`src/rtl/ifetch_axi_master_if.sv`:
```
// AXI4 read-channel bundle (AR + R) between the instruction fetch master and its slave.
interface ifetch_axi_master_if #(
  parameter int unsigned ID_WIDTH = 4
) ();
  logic [ID_WIDTH-1:0] arid;
  logic [31:0]         araddr;
  logic [7:0]          arlen;
  logic [2:0]          arsize;
  logic [1:0]          arburst;
  logic                arvalid;
  logic                arready;
  logic [ID_WIDTH-1:0] rid;
  logic [31:0]         rdata;
  logic [1:0]          rresp;
  logic                rlast;
  logic                rvalid;
  logic                rready;

  modport master (
    output arid, araddr, arlen, arsize, arburst, arvalid, rready,
    input  arready, rid, rdata, rresp, rlast, rvalid
  );

  modport slave (
    input  arid, araddr, arlen, arsize, arburst, arvalid, rready,
    output arready, rid, rdata, rresp, rlast, rvalid
  );
endinterface

```
`src/rtl/ifetch_axi_master.sv`:
```
// Single-outstanding AXI4 instruction fetch master: one 32-bit beat per PC, delivered to the
// IF stage as a one-cycle accept pulse, with flush/stall handling that never leaks stale beats.
module ifetch_axi_master #(
  parameter int unsigned         ID_WIDTH = 4,
  parameter logic [ID_WIDTH-1:0] FETCH_ID = '0,
  parameter logic [31:0]         ERR_INST = 32'h0000_0013
) (
  input  logic                       clk,
  input  logic                       rst,
  input  logic [31:0]                i_pc,
  input  logic                       i_flush,
  input  logic                       i_ex_stall,
  output logic [31:0]                o_inst,
  output logic                       o_rvalid_rready,
  output logic                       o_bus_err,
  ifetch_axi_master_if.master        axi
);

  localparam logic [1:0] IDLE = 2'd0;
  localparam logic [1:0] ADDR = 2'd1;
  localparam logic [1:0] DATA = 2'd2;
  localparam logic [1:0] HOLD = 2'd3;

  logic [1:0]  state_q;
  logic        drop_q;
  logic [31:0] araddr_q;
  logic        arvalid_q;
  logic        rready_q;
  logic [31:0] inst_q;
  logic        err_q;

  assign axi.arid    = FETCH_ID;
  assign axi.araddr  = araddr_q;
  assign axi.arlen   = 8'd0;
  assign axi.arsize  = 3'b010;
  assign axi.arburst = 2'b01;
  assign axi.arvalid = arvalid_q;
  assign axi.rready  = rready_q;

  // Only one transaction is ever in flight, so RID and RLAST carry no information.
  logic unused_r;
  assign unused_r = ^{axi.rid, axi.rlast};

  assign o_inst          = inst_q;
  assign o_rvalid_rready = (state_q == HOLD) && !i_ex_stall && !i_flush;
  assign o_bus_err       = o_rvalid_rready && err_q;

  always_ff @(posedge clk or negedge rst) begin
    if (!rst) begin
      state_q   <= IDLE;
      drop_q    <= 1'b0;
      araddr_q  <= 32'd0;
      arvalid_q <= 1'b0;
      rready_q  <= 1'b0;
      inst_q    <= 32'd0;
      err_q     <= 1'b0;
    end else begin
      unique case (state_q)
        IDLE: begin
          // A flush here means i_pc is about to change, so wait one cycle for the target.
          if (!i_flush) begin
            araddr_q  <= {i_pc[31:2], 2'b00};
            arvalid_q <= 1'b1;
            state_q   <= ADDR;
          end
        end
        ADDR: begin
          // The request stays up through a flush; its beat is discarded later instead.
          if (i_flush) drop_q <= 1'b1;
          if (axi.arready) begin
            arvalid_q <= 1'b0;
            rready_q  <= 1'b1;
            state_q   <= DATA;
          end
        end
        DATA: begin
          if (axi.rvalid) begin
            rready_q <= 1'b0;
            if (drop_q || i_flush) begin
              drop_q  <= 1'b0;
              state_q <= IDLE;
            end else begin
              inst_q  <= (axi.rresp == 2'b00) ? axi.rdata : ERR_INST;
              err_q   <= (axi.rresp != 2'b00);
              state_q <= HOLD;
            end
          end else if (i_flush) begin
            drop_q <= 1'b1;
          end
        end
        HOLD: begin
          if (i_flush || !i_ex_stall) state_q <= IDLE;
        end
        default: state_q <= IDLE;
      endcase
    end
  end

endmodule

```
`src/flat_wrapper.sv`:
```
// flat-port wrapper written by rule: the top's interface ports become plain ports
module ifetch_axi_master_flat 
#(
  parameter int unsigned         ID_WIDTH = 4,
  parameter logic [ID_WIDTH-1:0] FETCH_ID = '0,
  parameter logic [31:0]         ERR_INST = 32'h0000_0013
)
  (clk, rst, i_pc, i_flush, i_ex_stall, o_inst, o_rvalid_rready, o_bus_err, axi_arid, axi_araddr, axi_arlen, axi_arsize, axi_arburst, axi_arvalid, axi_rready, axi_arready, axi_rid, axi_rdata, axi_rresp, axi_rlast, axi_rvalid);
  ifetch_axi_master_if #(.ID_WIDTH(ID_WIDTH)) axi_i ();
  input  logic clk;
  input  logic rst;
  input  logic [31:0] i_pc;
  input  logic i_flush;
  input  logic i_ex_stall;
  output logic [31:0] o_inst;
  output logic o_rvalid_rready;
  output logic o_bus_err;
  output wire logic [$bits(axi_i.arid)-1:0] axi_arid;
  output wire logic [$bits(axi_i.araddr)-1:0] axi_araddr;
  output wire logic [$bits(axi_i.arlen)-1:0] axi_arlen;
  output wire logic [$bits(axi_i.arsize)-1:0] axi_arsize;
  output wire logic [$bits(axi_i.arburst)-1:0] axi_arburst;
  output wire logic [$bits(axi_i.arvalid)-1:0] axi_arvalid;
  output wire logic [$bits(axi_i.rready)-1:0] axi_rready;
  input wire logic [$bits(axi_i.arready)-1:0] axi_arready;
  input wire logic [$bits(axi_i.rid)-1:0] axi_rid;
  input wire logic [$bits(axi_i.rdata)-1:0] axi_rdata;
  input wire logic [$bits(axi_i.rresp)-1:0] axi_rresp;
  input wire logic [$bits(axi_i.rlast)-1:0] axi_rlast;
  input wire logic [$bits(axi_i.rvalid)-1:0] axi_rvalid;
  assign axi_arid = axi_i.arid;
  assign axi_araddr = axi_i.araddr;
  assign axi_arlen = axi_i.arlen;
  assign axi_arsize = axi_i.arsize;
  assign axi_arburst = axi_i.arburst;
  assign axi_arvalid = axi_i.arvalid;
  assign axi_rready = axi_i.rready;
  assign axi_i.arready = axi_arready;
  assign axi_i.rid = axi_rid;
  assign axi_i.rdata = axi_rdata;
  assign axi_i.rresp = axi_rresp;
  assign axi_i.rlast = axi_rlast;
  assign axi_i.rvalid = axi_rvalid;
  ifetch_axi_master #(.ID_WIDTH(ID_WIDTH), .FETCH_ID(FETCH_ID), .ERR_INST(ERR_INST)) u_core (.clk(clk), .rst(rst), .i_pc(i_pc), .i_flush(i_flush), .i_ex_stall(i_ex_stall), .o_inst(o_inst), .o_rvalid_rready(o_rvalid_rready), .o_bus_err(o_bus_err), .axi(axi_i));
endmodule
```
`config.mk`:
```
export PLATFORM = sky130hd
export DESIGN_NAME = ifetch_axi_master_flat
export DESIGN_NICKNAME = d
export VERILOG_FILES = /design/src/rtl/ifetch_axi_master_if.sv /design/src/rtl/ifetch_axi_master.sv /design/src/flat_wrapper.sv
export SDC_FILE = /design/constraint.sdc
export NUM_CORES = 1
export LEC_CHECK = 0
export ABC_CLOCK_PERIOD_IN_PS = 3200
export BUFFER_PORTS_ARGS = -buffer_cell sky130_fd_sc_hd__buf_2
export CAP_MARGIN = 30
export CORE_MARGIN = 2
export CORE_UTILIZATION = 35
export DETAILED_ROUTE_END_ITERATION = 10
export PLACE_DENSITY = 0.66
export SYNTH_ARGS = -nofsm -noshare
export SYNTH_HDL_FRONTEND = slang
export SYNTH_SLANG_ARGS = --single-unit
export TNS_END_PERCENT = 10
```
`constraint.sdc`:
```
create_clock -name clk -period 3.2 [get_ports clk]
set_clock_uncertainty 0.2 [all_clocks]
set_input_delay 0.16 -clock clk [delete_from_list [all_inputs] [get_ports clk]]
set_output_delay 0.16 -clock clk [all_outputs]
set_load 0.02 [all_outputs]
```
* Word-level counts from Yosys, hierarchy flattened *
Cells that the tools add are included.

word-level totals
  bits in registers = 68
  input bits = 77
  word-level logic and storage cells = 52

operators by class
  equal/unequal tests = 8
  multiplexer cells = 17
  bitwise logic cells = 2
  reductions and logical operators = 18

operators by type and width
  cell                                                                      count
  32-bit 2-to-1 mux                                                         1
  2-bit 2-to-1 mux                                                          5
  3-bit AND reduction                                                       3
  2-bit inequality test (second input constant)                             4
  2-bit case mux with 4 select lines                                        1
  1-bit 2-to-1 mux                                                          7
  1-bit case mux with 2 select lines                                        3
  2-bit nonzero test                                                        3
  2-bit == test (second input constant)                                     2
  2-bit logical NOT                                                         2
  2-bit AND reduction                                                       2
  4-bit AND reduction                                                       1
  1-bit logical AND                                                         3
  3-bit by 2-bit inequality test with 1-bit output (second input constant)  1
  2-bit by 1-bit == test with 1-bit output (second input constant)          1
  1-bit logical NOT                                                         2
  1-bit logical OR                                                          2
  1-bit inverter                                                            2

* Depth between registers and ports, before layout *
  word-level depth = 4
  mapped depth = 6

* Worst setup path after synthesis *
OpenSTA, ideal clock, no wires.

  kind = register to output
  start point = register u_core.state_q[1]
  end point = output o_bus_err
  arrival time = 1.468 ns
  data required time = 2.840 ns
  setup slack = 1.372 ns
  cell stages (with the launch flop) = 4
  buffers on the path = 0
  cell sequence = dfrtp_1 -> ha_1 -> nor3b_1 -> and2_1

between the ends
  cells in the longest elaborated chain, start to end = 4

RTL lines
  element                          RTL line                 source
  from (decl)                      ifetch_axi_master.sv:24  logic [1:0] state_q;
  from (signal assigned)           ifetch_axi_master.sv:50  state_q <= IDLE;
  from (signal assigned)           ifetch_axi_master.sv:64  state_q <= ADDR;
  from (signal assigned)           ifetch_axi_master.sv:73  state_q <= DATA;
  2-bit == test                    ifetch_axi_master.sv:45  assign o_rvalid_rready = (state_q == HOLD) && !i_ex_stall && !i_flush;
  1-bit logical AND (2 in series)  ifetch_axi_master.sv:45
  via o_rvalid_rready              flat_wrapper.sv:16       output logic o_rvalid_rready;
  1-bit logical AND                ifetch_axi_master.sv:46  assign o_bus_err = o_rvalid_rready && err_q;
  to (decl)                        flat_wrapper.sv:17       output logic o_bus_err;

The timed path passes the listed nets, and every way through them passes these cells.

* Final worst setup path *
  start point = register u_core.state_q[0]
  end point = register u_core.err_q

between the ends
  cells in the longest elaborated chain, start to end = 2

RTL lines
  element                        RTL line                 source
  2-bit == test                  ifetch_axi_master.sv:58  unique case (state_q)
  3-bit AND reduction (no line)  --
  to (signal assigned)           ifetch_axi_master.sv:84  err_q <= (axi.rresp != 2'b00);
  to (decl)                      ifetch_axi_master.sv:30  logic err_q;

Every way passes these cells.
A chain may end at the register's enable or synchronous reset.

==> flow_summary.html <==
<table>
<tr><th>Metric</th><th>Value</th></tr>
<tr><th colspan="2">Floorplan</th></tr>
<tr><td>Floorplan die area</td><td>8690 µm²</td></tr>
<tr><td>X dimension of the die</td><td>93.2 µm</td></tr>
<tr><td>Starting density of the core</td><td>0.360</td></tr>
<tr><td>Count of standard-cell rows</td><td>32</td></tr>
<tr><td>Standard cell core area</td><td>7730 µm²</td></tr>
<tr><td>Die Y</td><td>93.2 µm</td></tr>
<tr><td>Boundary Pins</td><td>162</td></tr>
<tr><th colspan="2">Critical path</th></tr>
<tr><td>Worst Path Class, Setup</td><td>flip-flop to flip-flop</td></tr>
<tr><td>Maximum single-stage delay on the critical path</td><td>0.63 ns</td></tr>
<tr><td>Arrival time at the worst endpoint</td><td>2.50 ns</td></tr>
<tr><td>Cell at the slowest stage of the critical path</td><td>dlygate4sd3_1</td></tr>
<tr><td>List of cells traversed by the critical path</td><td>inv_1 &gt; ha_1 &gt; nand3_2 &gt; buf_4 &gt; nor3_4 &gt; dlygate4sd3_1 &gt; nor2_1</td></tr>
<tr><td>Endpoint required time on the critical path</td><td>3.22 ns</td></tr>
<tr><td>Gate family responsible for the most delay along the worst path</td><td>buffers and inverters</td></tr>
<tr><td>Kind of end point of the critical path</td><td>flip-flop</td></tr>
<tr><td>Max FO, Critical Path</td><td>31</td></tr>
<tr><td>Element type at the critical path start</td><td>flip-flop</td></tr>
<tr><td>Buf+Inv Stages, Crit Path</td><td>3</td></tr>
<tr><th colspan="2">Clock network</th></tr>
<tr><td>Clock Root Buffer</td><td>clkbuf_8</td></tr>
<tr><td>Register clock-pin slew on the reported worst setup and hold paths</td><td>0.07 ns</td></tr>
<tr><td>CTS HTree Levels</td><td>3</td></tr>
<tr><td>Cells resized by post-CTS repair</td><td>0</td></tr>
<tr><td>Post-CTS Hold Fix Bufs</td><td>68</td></tr>
<tr><td>Clock tree from TritonCTS</td><td>yes</td></tr>
<tr><td>Clock latency reported for the late side of the worst-skew pair</td><td>0.33 ns</td></tr>
<tr><td>Clock Tree Buf Depth</td><td>2</td></tr>
<tr><td>Number of CTS-inserted buffers</td><td>9</td></tr>
<tr><td>Post-CTS repair timing setup buffer count</td><td>0</td></tr>
<tr><td>TritonCTS sink count</td><td>68</td></tr>
<tr><th colspan="2">Yosys</th></tr>
<tr><td>Ys Warns</td><td>0</td></tr>
<tr><td>Avg Inst Size Synth</td><td>14.1 µm²</td></tr>
<tr><td>Number of enable-type register cells in the synthesized netlist</td><td>0</td></tr>
<tr><td>Yosys reg bits</td><td>68</td></tr>
<tr><td>Most used DFF post-synth</td><td>dfrtp_1</td></tr>
<tr><td>Top post-synthesis cells by area</td><td>dfrtp_1, mux2_2, a22o_1, buf_4, ha_1</td></tr>
<tr><td>Post-synth cell types</td><td>28</td></tr>
<tr><td>Fraction of synthesized cell area taken by the top area cell type</td><td>0.611</td></tr>
<tr><td>Seq/Total Area, Yosys</td><td>0.611</td></tr>
<tr><td>Dominant cell type by area after synthesis</td><td>dfrtp_1</td></tr>
<tr><td>Share of synthesized flip-flops with an asynchronous set or reset</td><td>1.00</td></tr>
<tr><td>Synth Instances</td><td>198</td></tr>
<tr><td>Combined area of all synthesized cells</td><td>2790 µm²</td></tr>
<tr><th colspan="2">GRT</th></tr>
<tr><td>Vias in the first global route</td><td>2305</td></tr>
<tr><td>GR Overflow Total</td><td>0</td></tr>
<tr><td>Maximum number of pins on one net before global-route repair</td><td>40</td></tr>
<tr><td>GRT Resource Usage Total</td><td>0.156</td></tr>
<tr><td>GR Layer Usage met3</td><td>0.0596</td></tr>
<tr><td>Wire length of the first global-routing pass</td><td>10500 µm</td></tr>
<tr><td>Top Usage Layer GRT</td><td>met2</td></tr>
<tr><td>Met2 track demand over resource</td><td>0.269</td></tr>
<tr><td>Met1 demand-to-capacity share in global routing</td><td>0.176</td></tr>
<tr><td>Number of antenna violations at the first check in global routing</td><td>0</td></tr>
<tr><th colspan="2">STA</th></tr>
<tr><td>Count of final hold-check violations</td><td>0</td></tr>
<tr><td>Number of pins exceeding their max-slew limit in the final report</td><td>0</td></tr>
<tr><td>Remaining max-slew budget at the tightest pin</td><td>0.438</td></tr>
<tr><td>Post-layout min period</td><td>2.48 ns</td></tr>
<tr><td>Setup Viol. Count Final</td><td>0</td></tr>
<tr><td>Maximum clock frequency</td><td>0.403 GHz</td></tr>
<tr><td>RSZ-0062 raised after global routing</td><td>no</td></tr>
<tr><td>Worst-Margin Slew</td><td>0.843 ns</td></tr>
<tr><td>Final clock period utilization by the worst path</td><td>0.775</td></tr>
<tr><td>Setup TNS Final</td><td>0 ns</td></tr>
<tr><th colspan="2">Drt</th></tr>
<tr><td>Via count</td><td>2250</td></tr>
<tr><td>Wire length reported by the detailed router</td><td>6820 µm</td></tr>
<tr><td>Via density per instance</td><td>4.39</td></tr>
<tr><td>Average wire length per cell after detail routing</td><td>13.3 µm</td></tr>
<tr><td>Starting DRC count in detailed routing</td><td>22</td></tr>
<tr><td>DRC errors left</td><td>0</td></tr>
<tr><td>Antenna Nets Post-Route</td><td>0</td></tr>
<tr><td>DRT Pass-1 Iters</td><td>3</td></tr>
<tr><th colspan="2">Power and ir drop</th></tr>
<tr><td>Power per Cell Area</td><td>850 nW/µm²</td></tr>
<tr><td>Leakage dissipation</td><td>0.00225 µW</td></tr>
<tr><td>Max rail drop VDD</td><td>0.000393 V</td></tr>
<tr><th colspan="2">Hold path</th></tr>
<tr><td>Path class of the lowest-slack min-delay path</td><td>input port to flip-flop</td></tr>
<tr><th colspan="2">Place</th></tr>
<tr><td>Placer's final routability congestion estimate</td><td>0.708</td></tr>
<tr><td>Input/output buffers</td><td>135</td></tr>
<tr><td>HPWL Detailed</td><td>4130 µm</td></tr>
<tr><th colspan="2">Run status</th></tr>
<tr><td>Run status</td><td>finished clean</td></tr>
<tr><th colspan="2">Cells and area</th></tr>
<tr><td>Layout-stage area growth over the synthesis result</td><td>58.1%</td></tr>
<tr><td>Final core occ</td><td>0.570</td></tr>
<tr><td>Total inserted antenna cells</td><td>0</td></tr>
<tr><td>Number of nets in the layout</td><td>489</td></tr>
<tr><td>Share of layout cells above drive strength 1</td><td>0.453</td></tr>
<tr><th colspan="2">Job</th></tr>
<tr><td>Count of max-cap constraint violations</td><td>0</td></tr>
</table>
[cells by family (layout without fill, tap and decap cells)]
| group | count (synthesis) | after routing | synth area share |
|---|---|---|---|
| multiplexers | 30 | 30 | 0.121 |
| flip-flops | 68 | 68 | 0.611 |
| other | 2 | 19 | 0.00270 |
| AO/OA/AOI/OAI | 42 | 42 | 0.123 |
| buffers and inverters | 30 | 226 | 0.0719 |
| AND/OR/NAND/NOR | 20 | 20 | 0.0436 |
| adder cells (fa/ha/maj) | 6 | 6 | 0.0270 |
[final timing paths]
kind | depth (start not counted) | to | startpoint | slack, ns
max | 7 | u_core.err_q$_DFFE_PN0P_ | u_core.state_q[0]$_DFFE_PN0P_ | 0.72
min | 3 | u_core.o_inst[18]$_DFFE_PN0P_ | axi_rresp[1] | 0.03
max reg2reg | 7 | u_core.err_q$_DFFE_PN0P_ | u_core.state_q[0]$_DFFE_PN0P_ | 0.72
min reg2reg | 1 | u_core.axi.araddr[2]$_DFFE_PN0P_ | u_core.axi.araddr[2]$_DFFE_PN0P_ | 0.28
max in group asynchronous | 3 | u_core.axi.araddr[14]$_DFFE_PN0P_ | rst | 1.72
min in group asynchronous | 2 | u_core.axi.araddr[20]$_DFFE_PN0P_ | rst | 0.27
[sequential cells by signal (all words and copies together), names as in the netlist]
signal              cells
u_core.axi.rready       1
u_core.err_q            1
u_core.axi.araddr      30
u_core.state_q          2
u_core.o_inst          32
u_core.axi.arvalid      1
u_core.drop_q           1
[per-stage QoR]
| step | cell area [µm²] | total power [µW] | setup WS [ns] | instances | hold WS (ns) |
|---|---|---|---|---|---|
| floorplan | 2850 | 2410 | 1.37 | 215 | -0.336 |
| global placement | 3510 | 2880 | 0.996 | 429 | 0.100 |
| detailed placement | 3510 | 2920 | 0.933 | 429 | 0.130 |
| CTS | 4400 | 3780 | 0.717 | 513 | 0.00623 |
| global route | 4400 | 3980 | 0.511 | 513 | 0.0155 |
| finish | 4400 | 3750 | 0.720 | 513 | 0.0257 |
[power by group]
| part | internal [µW] | switching, µW | total, µW |
|---|---|---|---|
| logic | 694 | 866 | 1560 |
| clock network | 460 | 305 | 765 |
| registers | 1220 | 198 | 1420 |
[final cells by class]
| cell class | instances | area (µm²) |
|---|---|---|
| sequential | 68 | 1700 |
| tap | 102 | 128 |
| clock inverter | 4 | 72.6 |
| multi-input combinational | 117 | 956 |
| fill | 616 | 3320 |
| inverter | 2 | 7.51 |
| timing repair buffer | 208 | 1390 |
| clock buffer | 12 | 145 |
[per-layer routing]
layer  share of wire  routed length [µm]
met5               0                   0
met4           0.014                  97
met3           0.080                 548
met2            0.49                3370
met1            0.41                2810
[synth_stat cells, types with 2 or more instances]
cell	count
ha_1	6
a31oi_1	2
buf_2	7
mux2_1	2
dfrtp_1	68
conb_1	2
mux2_2	28
a21oi_1	4
nand2_1	4
nor2_1	4
a22o_1	30
inv_1	2
o22a_1	3
buf_4	19
o31ai_1	2
nor2b_1	3
[worst register-to-register path: cells and delay by family, from the launching register on]
| family | cells | cell delay, ns |
|---|---|---|
| buf+inv | 3 | 1.00 |
| flops | 1 | 0.43 |
| simple gates | 3 | 0.52 |
| fa+ha+maj | 1 | 0.22 |
[placed cells by master (no fill, tap or decap), types with 3 or more instances in the layout]
| cell | n |
|---|---|
| ha_1 | 6 |
| o22a_1 | 3 |
| mux2_2 | 28 |
| conb_1 | 19 |
| dfrtp_1 | 68 |
| dlygate4sd3_1 | 68 |
| a21oi_1 | 4 |
| nor2_1 | 4 |
| a22o_1 | 30 |
| clkbuf_8 | 10 |
| buf_2 | 135 |
| nand2_1 | 4 |
| buf_4 | 5 |
Note: power is estimated with default switching activity, not from simulation.
